## src/rtl/switch_allocator.sv

```systemverilog
// Switch allocator: per-output reservation arbitration with a held N x N crossbar.
// Optional macro SWITCH_ALLOC_ROUND_ROBIN_EN selects round-robin; fixed priority otherwise.
module switch_allocator #(
  parameter int N             = 4,
  parameter int DATA_WIDTH    = 8,
  parameter int REQUEST_WIDTH = 2
) (
  input  logic                       clk,
  input  logic                       rst,
  input  logic [N*DATA_WIDTH-1:0]    data_in,
  input  logic [N-1:0]               valid_in,
  output logic [N-1:0]               ready_in,
  output logic [N*DATA_WIDTH-1:0]    data_out,
  output logic [N-1:0]               valid_out,
  input  logic [N-1:0]               ready_out,
  input  logic [N-1:0]               routeReserveRequestValid,
  input  logic [N*REQUEST_WIDTH-1:0] routeReserveRequest,
  input  logic [N-1:0]               routeRelieve,
  output logic [N-1:0]               routeReserveStatus
);

  localparam int IDXW = (N > 1) ? $clog2(N) : 1;

  logic [N-1:0]           busy_q, busy_d;
  logic [N-1:0]           granted_q, granted_d;
  logic [N-1:0][IDXW-1:0] owner_q, owner_d;
  logic [N-1:0][IDXW-1:0] route_q, route_d;
`ifdef SWITCH_ALLOC_ROUND_ROBIN_EN
  logic [N-1:0][IDXW-1:0] rr_ptr_q, rr_ptr_d;
`endif

  always_comb begin
    logic        found;
    int unsigned idx;
`ifdef SWITCH_ALLOC_ROUND_ROBIN_EN
    int unsigned ptr;
`endif
    busy_d    = busy_q;
    granted_d = granted_q;
    owner_d   = owner_q;
    route_d   = route_q;
`ifdef SWITCH_ALLOC_ROUND_ROBIN_EN
    rr_ptr_d  = rr_ptr_q;
`endif
    found     = 1'b0;
    idx       = 0;

    for (int unsigned i = 0; i < N; i++) begin
      if (routeRelieve[i] && granted_q[i]) begin
        granted_d[i]          = 1'b0;
        busy_d[route_q[i]]    = 1'b0;
      end
    end

    // Arbitration looks at busy_q, so an output freed this cycle waits one cycle.
    for (int unsigned o = 0; o < N; o++) begin
      found = 1'b0;
      if (!busy_q[o]) begin
        for (int unsigned k = 0; k < N; k++) begin
`ifdef SWITCH_ALLOC_ROUND_ROBIN_EN
          ptr = 32'(rr_ptr_q[o]);
          idx = (ptr + k) % N;
`else
          idx = k;
`endif
          if (!found && routeReserveRequestValid[idx] && !granted_q[idx] &&
              routeReserveRequest[idx*REQUEST_WIDTH +: REQUEST_WIDTH] == REQUEST_WIDTH'(o)) begin
            found          = 1'b1;
            busy_d[o]      = 1'b1;
            owner_d[o]     = IDXW'(idx);
            granted_d[idx] = 1'b1;
            route_d[idx]   = IDXW'(o);
`ifdef SWITCH_ALLOC_ROUND_ROBIN_EN
            rr_ptr_d[o]    = IDXW'((idx + 1) % N);
`endif
          end
        end
      end
    end
  end

  always_ff @(posedge clk or posedge rst) begin
    if (rst) begin
      busy_q    <= '0;
      granted_q <= '0;
      owner_q   <= '0;
      route_q   <= '0;
`ifdef SWITCH_ALLOC_ROUND_ROBIN_EN
      rr_ptr_q  <= '0;
`endif
    end else begin
      busy_q    <= busy_d;
      granted_q <= granted_d;
      owner_q   <= owner_d;
      route_q   <= route_d;
`ifdef SWITCH_ALLOC_ROUND_ROBIN_EN
      rr_ptr_q  <= rr_ptr_d;
`endif
    end
  end

  always_comb begin
    data_out  = '0;
    valid_out = '0;
    ready_in  = '0;
    for (int unsigned o = 0; o < N; o++) begin
      if (busy_q[o]) begin
        data_out[o*DATA_WIDTH +: DATA_WIDTH] = data_in[32'(owner_q[o])*DATA_WIDTH +: DATA_WIDTH];
        valid_out[o] = valid_in[owner_q[o]];
      end
    end
    for (int unsigned i = 0; i < N; i++) begin
      ready_in[i] = granted_q[i] & ready_out[route_q[i]];
    end
  end

  assign routeReserveStatus = granted_q;

endmodule

```

## config.mk

```make
export PLATFORM = sky130hd
export DESIGN_NAME = switch_allocator
export DESIGN_NICKNAME = d
export VERILOG_FILES = /design/src/rtl/switch_allocator.sv
export SDC_FILE = /design/constraint.sdc
export NUM_CORES = 1
export LEC_CHECK = 0
export CAP_MARGIN = 20
export CELL_PAD_IN_SITES_DETAIL_PLACEMENT = 1
export CELL_PAD_IN_SITES_GLOBAL_PLACEMENT = 1
export CORE_UTILIZATION = 49
export DETAILED_ROUTE_END_ITERATION = 7
export DONT_BUFFER_PORTS = 1
export PLACE_DENSITY = 0.79
export SETUP_SLACK_MARGIN = 0.05
export SLEW_MARGIN = 15
export SYNTH_ARGS = -nofsm -noshare
export SYNTH_HDL_FRONTEND = slang
export SYNTH_SLANG_ARGS = --single-unit
export TNS_END_PERCENT = 10
```

## constraint.sdc

```tcl
create_clock -name clk -period 2.2 [get_ports clk]
set_clock_uncertainty 0.15 [all_clocks]
set_input_delay 0.44 -clock clk [delete_from_list [all_inputs] [get_ports clk]]
set_output_delay 0.44 -clock clk [all_outputs]
set_load 0.02 [all_outputs]
```

**Yosys cells after proc, flatten, opt, wreduce, memory -nomap -nowiden**

Index checks and enable logic that the tools add are counted.

- Register bits: 24
- Latch bits: 0
- RAM bits: 0
- ROM bits: 0
- Input port bits: 58
- Word-level logic and storage cells: 271
- Memories: 0

- Add/subtract/negate cells: 0
- $mul: 0
- Divide/modulo/power cells: 0
- Order comparisons: 12
- Equal/unequal tests: 12
- Shifts and indexed selects: 4
- Multiplexer cells: 140
- Bitwise operators: 16
- Reduce and logical (&&, ||, !) cells: 77

Operators with widths:

| operator | count |
|---|---|
| 32-bit by 6-bit indexed part select with 8-bit output | 4 |
| 1-bit 2-to-1 mux | 80 |
| 2-bit 2-to-1 mux | 32 |
| 8-bit 2-to-1 mux | 8 |
| 1-bit logical AND | 49 |
| 4-bit 2-to-1 mux | 8 |
| 2-bit by 3-bit < comparator with 1-bit output (second input constant) | 8 |
| 4-bit AND | 4 |
| 1-bit binary-select mux with 2-bit select | 8 |
| 2-bit equality test (second input constant) | 8 |
| 1-bit zero test | 16 |
| 4-bit inverter | 4 |
| 4-bit nonzero test | 4 |
| 1-bit demux with 2-bit select | 4 |
| 2-bit by 1-bit equality test with 1-bit output (second input constant) | 4 |
| 2-bit by 1-bit greater-or-equal comparator with 1-bit output (second input constant) | 4 |
| 2-bit zero test | 4 |
| 2-bit AND reduction | 4 |
| 1-bit AND | 4 |
| 1-bit inverter | 4 |

**Logic depth before layout (Yosys ltp)**

Gate-level depths: netlist of the first run.

- Word-level depth: 29
- Depth in mapped cells: 5

**Worst setup path before layout of the first run**

OpenSTA, ideal clock, no wires.

- Path type: flip-flop to output port
- Start: register owner_q[2] (netlist name)
- End: output port data_out[10]
- Arrival time: 1.306 ns
- Path slack: 0.304 ns
- Stages on the path, launching flop included: 4
- Path through: dfrtp_1 -> buf_2 -> mux4_2 -> and2_1

- Longest elaborated chain between the ends: 2

Ends and longest elaborated chain:

| element | RTL line | RTL |
|---|---|---|
| from (decl) | 26 | `logic [N-1:0][IDXW-1:0] owner_q, owner_d;` |
| from (signal assigned) | 94 | `owner_q <= owner_d;` |
| 32-bit by 6-bit indexed part select with 8-bit output | 108 | `data_out[o*DATA_WIDTH +: DATA_WIDTH] = data_in[32'(owner_q[o])*DATA_WIDTH +: DATA_WIDTH];` |
| 8-bit 2-to-1 mux | 107 | `if (busy_q[o]) begin` |
| to (decl) | 13 | `output logic [N*DATA_WIDTH-1:0] data_out,` |

Every way passes these cells.

**Worst setup path after layout of the first run**

- Start: register owner_q[4] (netlist name)
- End: output port data_out[23]

The elaborated chain is that of the path after synthesis.

==> results of run 1 <==
==> logic make-up after synthesis <==
group	count (synthesis)	synth area share, %
compound gates	36	9.71
simple gates	123	31.5
buf+inv	20	3.02
mux	40	33.5
flops	24	22.3
==> worst paths after layout <==
kind | from | to | slack (ns) | depth (start not counted)
setup / recovery | owner_q[4] | data_out[23] | 0.001 | 3
hold / removal | routeRelieve[2] | routeReserveStatus[2] | 0.22 | 2
setup reg to reg | routeReserveStatus[2] | owner_q[0] | 0.16 | 4
hold reg to reg | route_q[4] | route_q[4] | 0.45 | 1
max in group asynchronous | rst | route_q[0] | 1.13 | 3
min in group asynchronous | rst | owner_q[4] | 0.51 | 3
==> report_power, final <==
group	internal (mW)	total, mW	switching (mW)
Clock	0.123	0.264	0.141
Sequential	0.656	1.26	0.607
Combinational	1.59	2.97	1.38
==> flip-flops by register name, summed over array words and instances (netlist names) <==
register,flops
owner_q,8
busy_q,4
route_q,8
routeReserveStatus,4
==> timing repair <==
item / CTS / global route
gates resized for setup: 5 / 57
hold buffers: 1 / 0
endpoints found under the setup margin: 30 / 37
pin swaps: 0 / 3
hold endpoints to repair: 24 / 0
cloned: 0 / 1
buffers inserted: 0 / 1
==> area by class of cell <==
cell class / count / area (µm²) / area share [%]
Multi-Input combinational cell: 199 / 2080 / 68.5
Sequential cell: 24 / 604 / 19.9
Tap cell: 70 / 87.6 / 2.88
Clock buffer: 3 / 41.3 / 1.36
Timing Repair Buffer: 21 / 214 / 7.04
Inverter: 3 / 11.3 / 0.371
==> layout by cell type (no fill, tap or decap), types with 6 or more instances in the layout <==
cell and n:
dfrtp_1 21, nand3_1 8, buf_4 14, nand2b_1 6
a211o_1 7, mux4_2 40, and2_1 14, and2_4 28
nor3_1 7, nor2_1 13, nand4b_1 7
==> per-stage QoR <==
stage / hold slack (ns) / std cells / cell area, µm²
3_5_place_dp: 0.254 / 314 / 2870
4_1_cts: 0.223 / 318 / 2930
2_1_floorplan: 0.305 / 243 / 2690
5_1_grt: 0.222 / 320 / 3040
6_report: 0.216 / 320 / 3040
3_3_place_gp: 0.253 / 314 / 2870
==> metal layers <==
metal  wire length, µm  share of wire [%]  up-vias  GRT usage, %
met3               579                7.0       14          4.67
met5                 0                  0        -             0
met1              3170                 38     1194          35.6
li1                  -                  -      996             -
met4               185                2.2        0          7.31
met2              4360                 53      100          49.5
==> run summary, run 1 <==
status - completed
DRC - 0
Worst setup EP type - output pin
Required @ worst endpoint - 1.61 ns
Final WS setup - 0.00116 ns
initial antenna violation count - 0
synth unique cells - 45
biggest area consumer among synthesized cells - mux4_2
Post-synth EDFFs - 0
Slowest cell on crit path - mux4_2
Worst Path Max Fanout - 9
min Tclk post-route - 2.20 ns
critical path startpoint category - register
Clock Path Buffers - 2
setup_tns - 0 ns
WL/cell - 25.9 µm
DR vias - 2,304
Post-synth top flop - dfrtp_1
Final Max Tran Viols - 0
PwrDens - 1480 mW/mm²
Cell Chain, Critical Path - buf_12, mux4_2, and2_1
WP data arrival - 1.61 ns
clk root buf - clkbuf_8
final setup violation count - 0
Tcrit/Tclk final - 99.9%
Power, Total - 4.49 mW
maximum VDD drop - 0.000567 V
die span in x - 76.1 µm
worst path bufs/invs - 1
Yosys reg bits - 24
worst slack, placed - 0.229 ns
slew margin rel. - 51.9%
ant diodes - 0
TritonCTS buffer count - 3
Syn Inst Count - 243
CP max stage delay - 0.50 ns
port buffer count - 0
Initial Utilization - 51.7%
first-pass GRT wire length - 12,400 µm
TritonRoute pass-1 iters - 4
unrepaired setup endpoints after global routing - yes
Via density - 7.20
Worst Tran Pin Value - 0.722 ns
Commonest cells post-synth - and2_1 (42), mux4_2 (40), dfrtp_1 (24)
worst hold-check path type - in -> reg
DRT iter0 DRCs - 171
WS Path Type - reg -> out
Die Span Y - 76.1 µm
Global Route Usage Sum - 28.0%
fill count - 558
Clock transition at path regs - 0.08 ns
share of cells above drive strength 1 - 40.8%
count leader, synth - and2_1
clk_lat worst skew - 0.27 ns
area grow syn2layout - 12.9%
MaxCap Viol Count - 0
top-area cell type share of the netlist area - 33.5%
sequential area share after synthesis - 22.3%
Placeable Area - 0.00520 mm²
Post-synth ARST share - 100%
Final nets - 310
row cnt - 26
Pleak - 1.13 nW
final hold violation count - 0
CP top delay family - multiplexers
Final ANT Viol Nets - 0
Final Wtd Congestion - 0.897
H-tree depth - 1
fin util - 58.4%
Synth Net Count - 301
yosys warns - 0
Synth area leaders - mux4_2 (33%), dfrtp_1 (22%), and2_1 (9.8%), a211o_1 (2.3%), nand4b_1 (2.3%)
detailed-route wire length - 8290 µm
fmax - 455 MHz
syn_area_per_cell - 11.1 µm²
GRT Residual Overflow - 0
synthesized area - 0.00269 mm²
Final HPWL DP - 6140 µm
Ports - 102
Clock Sinks - 24
largest net degree at the start of global routing - 25
vias in the first global route - 2,309
CTS tree - yes
die area - 0.00580 mm²
No activity file was read; power rests on OpenSTA's default activity.
==> inputs of run 2 (changes only) <==
--- a/config.mk
+++ b/config.mk
@@ -17,4 +17,3 @@
 export SYNTH_ARGS = -nofsm -noshare
 export SYNTH_HDL_FRONTEND = slang
 export SYNTH_SLANG_ARGS = --single-unit
-export TNS_END_PERCENT = 10
==> run 2 against run 1 <==
The run now ends with negative setup slack left. Register-to-register slack is essentially flat. Worst setup slack lost 0.016 ns. Wire length up 11%. Sequential power barely moved. First-iteration DRC count fell by 13%. Worst hold slack worse by 0.0066 ns. Critical path depth fell by 1. Utilization rose by 1.0 points. Fmax shrank 0.72%. Largest cell class unchanged.
==> run summary, run 2 (synthesis results as in run 1) <==
Inst Count DP - 314 (unchanged)
fmax - 452 MHz (-0.72%)
min Tclk post-route - 2.21 ns (+0.0159 ns)
Final Wtd Congestion - 0.897 (unchanged)
Final Max Tran Viols - 0 (unchanged)
worst slack, placed - 0.229 ns (unchanged)
Via density - 7.44 (+3.4%)
Placeable Area - 0.00520 mm² (unchanged)
Slowest cell on crit path - dfrtp_1
Worst Tran Pin Value - 0.775 ns (+0.0535 ns)
Power, Total - 4.69 mW (+4.4%)
final setup violation count - 2 (+2)
CTS tree - yes
maximum VDD drop - 0.000574 V (+1.2%)
Final WS setup - -0.0147 ns (-0.0159 ns)
Required @ worst endpoint - 1.61 ns (about the same)
commonest non-fill, non-tap cells in the layout - mux4_2 (40), and2_4 (35), dfrtp_1 (19), buf_4 (15), nor2_1 (13)
largest net degree at the start of global routing - 25 (unchanged)
Cell Count, Final, Fillers Out - 322 (+0.63%)
initial antenna violation count - 0 (unchanged)
Ports - 102 (unchanged)
worst hold-check path type - in -> reg
setup_tns - -0.0270 ns (-0.0270 ns)
Initial Utilization - 51.7% (unchanged)
most used routing layer - met2
WL/cell - 28.5 µm (+9.9%)
PwrDens - 1520 mW/mm² (+2.6%)
CP max stage delay - 0.72 ns (+0.22 ns)
Final HPWL DP - 6140 µm (unchanged)
register area - 607 µm² (+0.41%)
die span in x - 76.1 µm (unchanged)
DRC - 0 (unchanged)
Worst Path Max Fanout - 10 (+1)
unrepaired setup endpoints after global routing - yes
TritonRoute pass-1 iters - 4 (unchanged)
final hold violation count - 0 (unchanged)
TritonCTS buffer count - 3 (unchanged)
GRT met2 Usage - 49.5% (+0.091 points)
die area - 0.00580 mm² (unchanged)
status - finished, violations left
GRT Residual Overflow - 0 (unchanged)
clk root buf - clkbuf_8
Clock Path Buffers - 2 (unchanged)
Clock Sinks - 24 (unchanged)
Regs by FF count - owner_q (8), route_q (8)
slew margin rel. - 48.3% (-3.6 points)
MaxCap Viol Count - 0 (unchanged)
row cnt - 26 (unchanged)
share of cells above drive strength 1 - 44.8% (+4.0 points)
DRT iter0 DRCs - 148 (-13%)
violated checks - negative setup slack
vias in the first global route - 2,310 (+0.043%)
critical path startpoint category - register
H-tree depth - 1 (unchanged)
Final ANT Viol Nets - 0 (unchanged)
detailed-route wire length - 9170 µm (+11%)
Cell Chain, Critical Path - mux4_2, and2_4
Clock transition at path regs - 0.09 ns (about the same)
first-pass GRT wire length - 12,400 µm (unchanged)
commonest non-fill, non-tap cell in the layout - mux4_2
Final nets - 312 (+0.65%)
met1 Usage GRT - 35.4% (-0.24 points)
Worst setup EP type - output pin
WP data arrival - 1.62 ns (about the same)
M3 GR Usage - 4.79% (+0.12 points)
fin util - 59.4% (+1.0 points)
WS Path Type - reg -> out
hold-critical path depth - 2 (unchanged)
Global Route Usage Sum - 28.0% (unchanged)
Pleak - 1.16 nW (+2.5%)
multi-input logic area - 0.00210 mm² (+0.84%)
Die Span Y - 76.1 µm (unchanged)
clk_lat worst skew - 0.27 ns (about the same)
DR vias - 2,397 (+4.0%)
fill count - 542 (-2.9%)
ant diodes - 0 (unchanged)
area grow syn2layout - 14.8%
Worst R2R Path Depth - 4 (unchanged)
Tcrit/Tclk final - 101% (+0.72 points)
port buffer count - 0 (unchanged)
run 2: cell types whose count changed in the layout (fill, tap and decap cells not counted), sizes merged:
| cell | delta |
|---|---|
| buf | +1 |
| clkbuf | +1 |
run 2: final timing paths:
check	startpoint	endpoint	slack [ns]
worst max-delay path	owner_q[3]	data_out[9]	-0.01
worst min-delay path	routeRelieve[2]	routeReserveStatus[2]	0.21
worst max register to register	routeReserveStatus[2]	owner_q[0]	0.17
worst min register to register	route_q[4]	route_q[4]	0.45
max in group asynchronous	rst	route_q[0]	1.12
min in group asynchronous	rst	owner_q[4]	0.50
run 2: power by group:
| part | internal, mW | switching (mW) | total [mW] | leakage (nW) |
|---|---|---|---|---|
| combinational | 1.69 | 1.44 | 3.13 | 0.853 |
| sequential | 0.660 | 0.626 | 1.29 | 0.284 |
| clock | 0.123 | 0.147 | 0.270 | 0.0216 |
| total | 2.47 | 2.22 | 4.69 | 1.16 |
run 2: stage by stage:
stage               hold slack (ns)  instance area [µm²]
global route                  0.220                 3090
floorplan                     0.305                 2690
finish                        0.209                 3090
CTS                           0.223                 2960
detailed placement            0.254                 2870
global placement              0.253                 2870
run 2: layout make-up:
cell class              count  share of cell area (%)
flip-flops and latches     24                    19.6
inverters                   3                   0.364
repair buffers             23                    7.97
well taps                  70                    2.83
clock buffers               3                    1.34
multi-input cells         199                    67.9
run 2: what timing repair did:
| item | 4_1_cts | 5_1_grt |
|---|---|---|
| gates resized for setup | 16 | 62 |
| endpoints found under the hold margin | 24 | 0 |
| hold buffers | 1 | 0 |
| setup buffers | 2 | 0 |
| gates cloned | 0 | 2 |
| setup endpoints to repair | 30 | 36 |
| pin swaps | 0 | 3 |
run 2: per-layer routing:
| metal | wire length (µm) | vias up |
|---|---|---|
| li1 | - | 1000 |
| met3 | 555 | 24 |
| met2 | 4970 | 122 |
| met1 | 3390 | 1251 |
| met5 | 0 | - |
| met4 | 257 | 0 |
run 2: worst max-delay path, delay by kind of cell (launching register included):
family	cells	cell delay, ns
and+or+nand+nor	1	0.21
muxes	1	0.43
DFF	1	0.72
==> RTL edit (settings of run 1) <==
The option `SWITCH_ALLOC_ROUND_ROBIN_EN` is turned on by a define.
--- a/src/rtl/switch_allocator.sv
+++ b/src/rtl/switch_allocator.sv
@@ -1,5 +1,7 @@
 // Switch allocator: per-output reservation arbitration with a held N x N crossbar.
 // Optional macro SWITCH_ALLOC_ROUND_ROBIN_EN selects round-robin; fixed priority otherwise.
+`define SWITCH_ALLOC_ROUND_ROBIN_EN
+
 module switch_allocator #(
   parameter int N             = 4,
   parameter int DATA_WIDTH    = 8,
Function: not settled (the Yosys comparison gave no result); the edit may change what the design does.
==> RTL edit against run 1 <==
  * The run now fails in 5_1_grt
  * Synthesized area grew 83%
==> RTL edit: results (changes against run 1) <==
* Total CTS buffers at 5 (+2)
* Hpwl dp at 17400 µm (+180%)
* H-tree depth at 2 (+1)
* Root buffer cell: clkbuf_8
* Worst endpoint after global-route timing repair: routeReserveStatus[3]$_DFF_PP0_/D
* Synth Warn # at 0 (unchanged)
* Worst endpoint type: register input
* Post-Syn Nets at 616 (+100%)
* Post-synth top cells: 49 x mux4_2, 41 x and2_1, 38 x nor2_1
* Synth area leaders: mux4_2 22%, dfrtp_1 16%, and2_1 5.2%
* Max Root-Sink Buffers at 2 (unchanged)
* Final Wtd Congestion at 0.981 (+9.4%)
* Largest net degree at the start of global routing at 33
* IO Port Bufs at 0 (unchanged)
* Gr usage total at 80.4%
* # clock sinks at 32 (+33%)
* Outcome: did not finish
* Top FF cell, synth: dfrtp_1
* Ys async rst share at 100% (unchanged)
* Synth unique cells at 75 (+67%)
* Sequential-to-total area share from yosys stat at 16.3% (-6.0 points)
* Failed at: 5_1_grt
* Grt total ovfl at 60
* Log Error: [ERROR GRT-0232] Routing congestion too high. Check the congestion heatmap in the GUI.
-- RTL edit: stage by stage --
step	instances	setup WS, ns	setup TNS (ns)	instance area, µm²	hold slack (ns)
2_1_floorplan	538	-0.592	-10.46	4980	0.406
3_3_place_gp	782	-0.699	-11.70	6120	0.313
3_5_place_dp	782	-0.809	-15.99	6120	0.327
4_1_cts	797	-0.682	-15.81	6610	0.263
-- RTL edit: kinds of logic after synthesis --
| family | after synthesis | synth area share [%] |
|---|---|---|
| DFF | 32 | 16.3 |
| and+or+nand+nor | 207 | 25.1 |
| muxes | 56 | 23.9 |
| adders and majority gates | 20 | 5.09 |
| buffers and inverters | 55 | 4.32 |
| AOI/OAI and AO/OA | 168 | 25.3 |
-- RTL edit: what timing repair did --
| action | CTS |
|---|---|
| hold buffers | 1 |
| endpoints found under the setup margin | 69 |
| pin swaps | 23 |
| buffers inserted | 6 |
| gates resized for setup | 83 |
| hold endpoints to repair | 7 |
-- RTL edit: layer usage --
layer,overflow,GRT usage [%]
met4,38,81.6
met5,1,16.3
met2,21,94.1
met1,0,81.2
met3,0,69.2
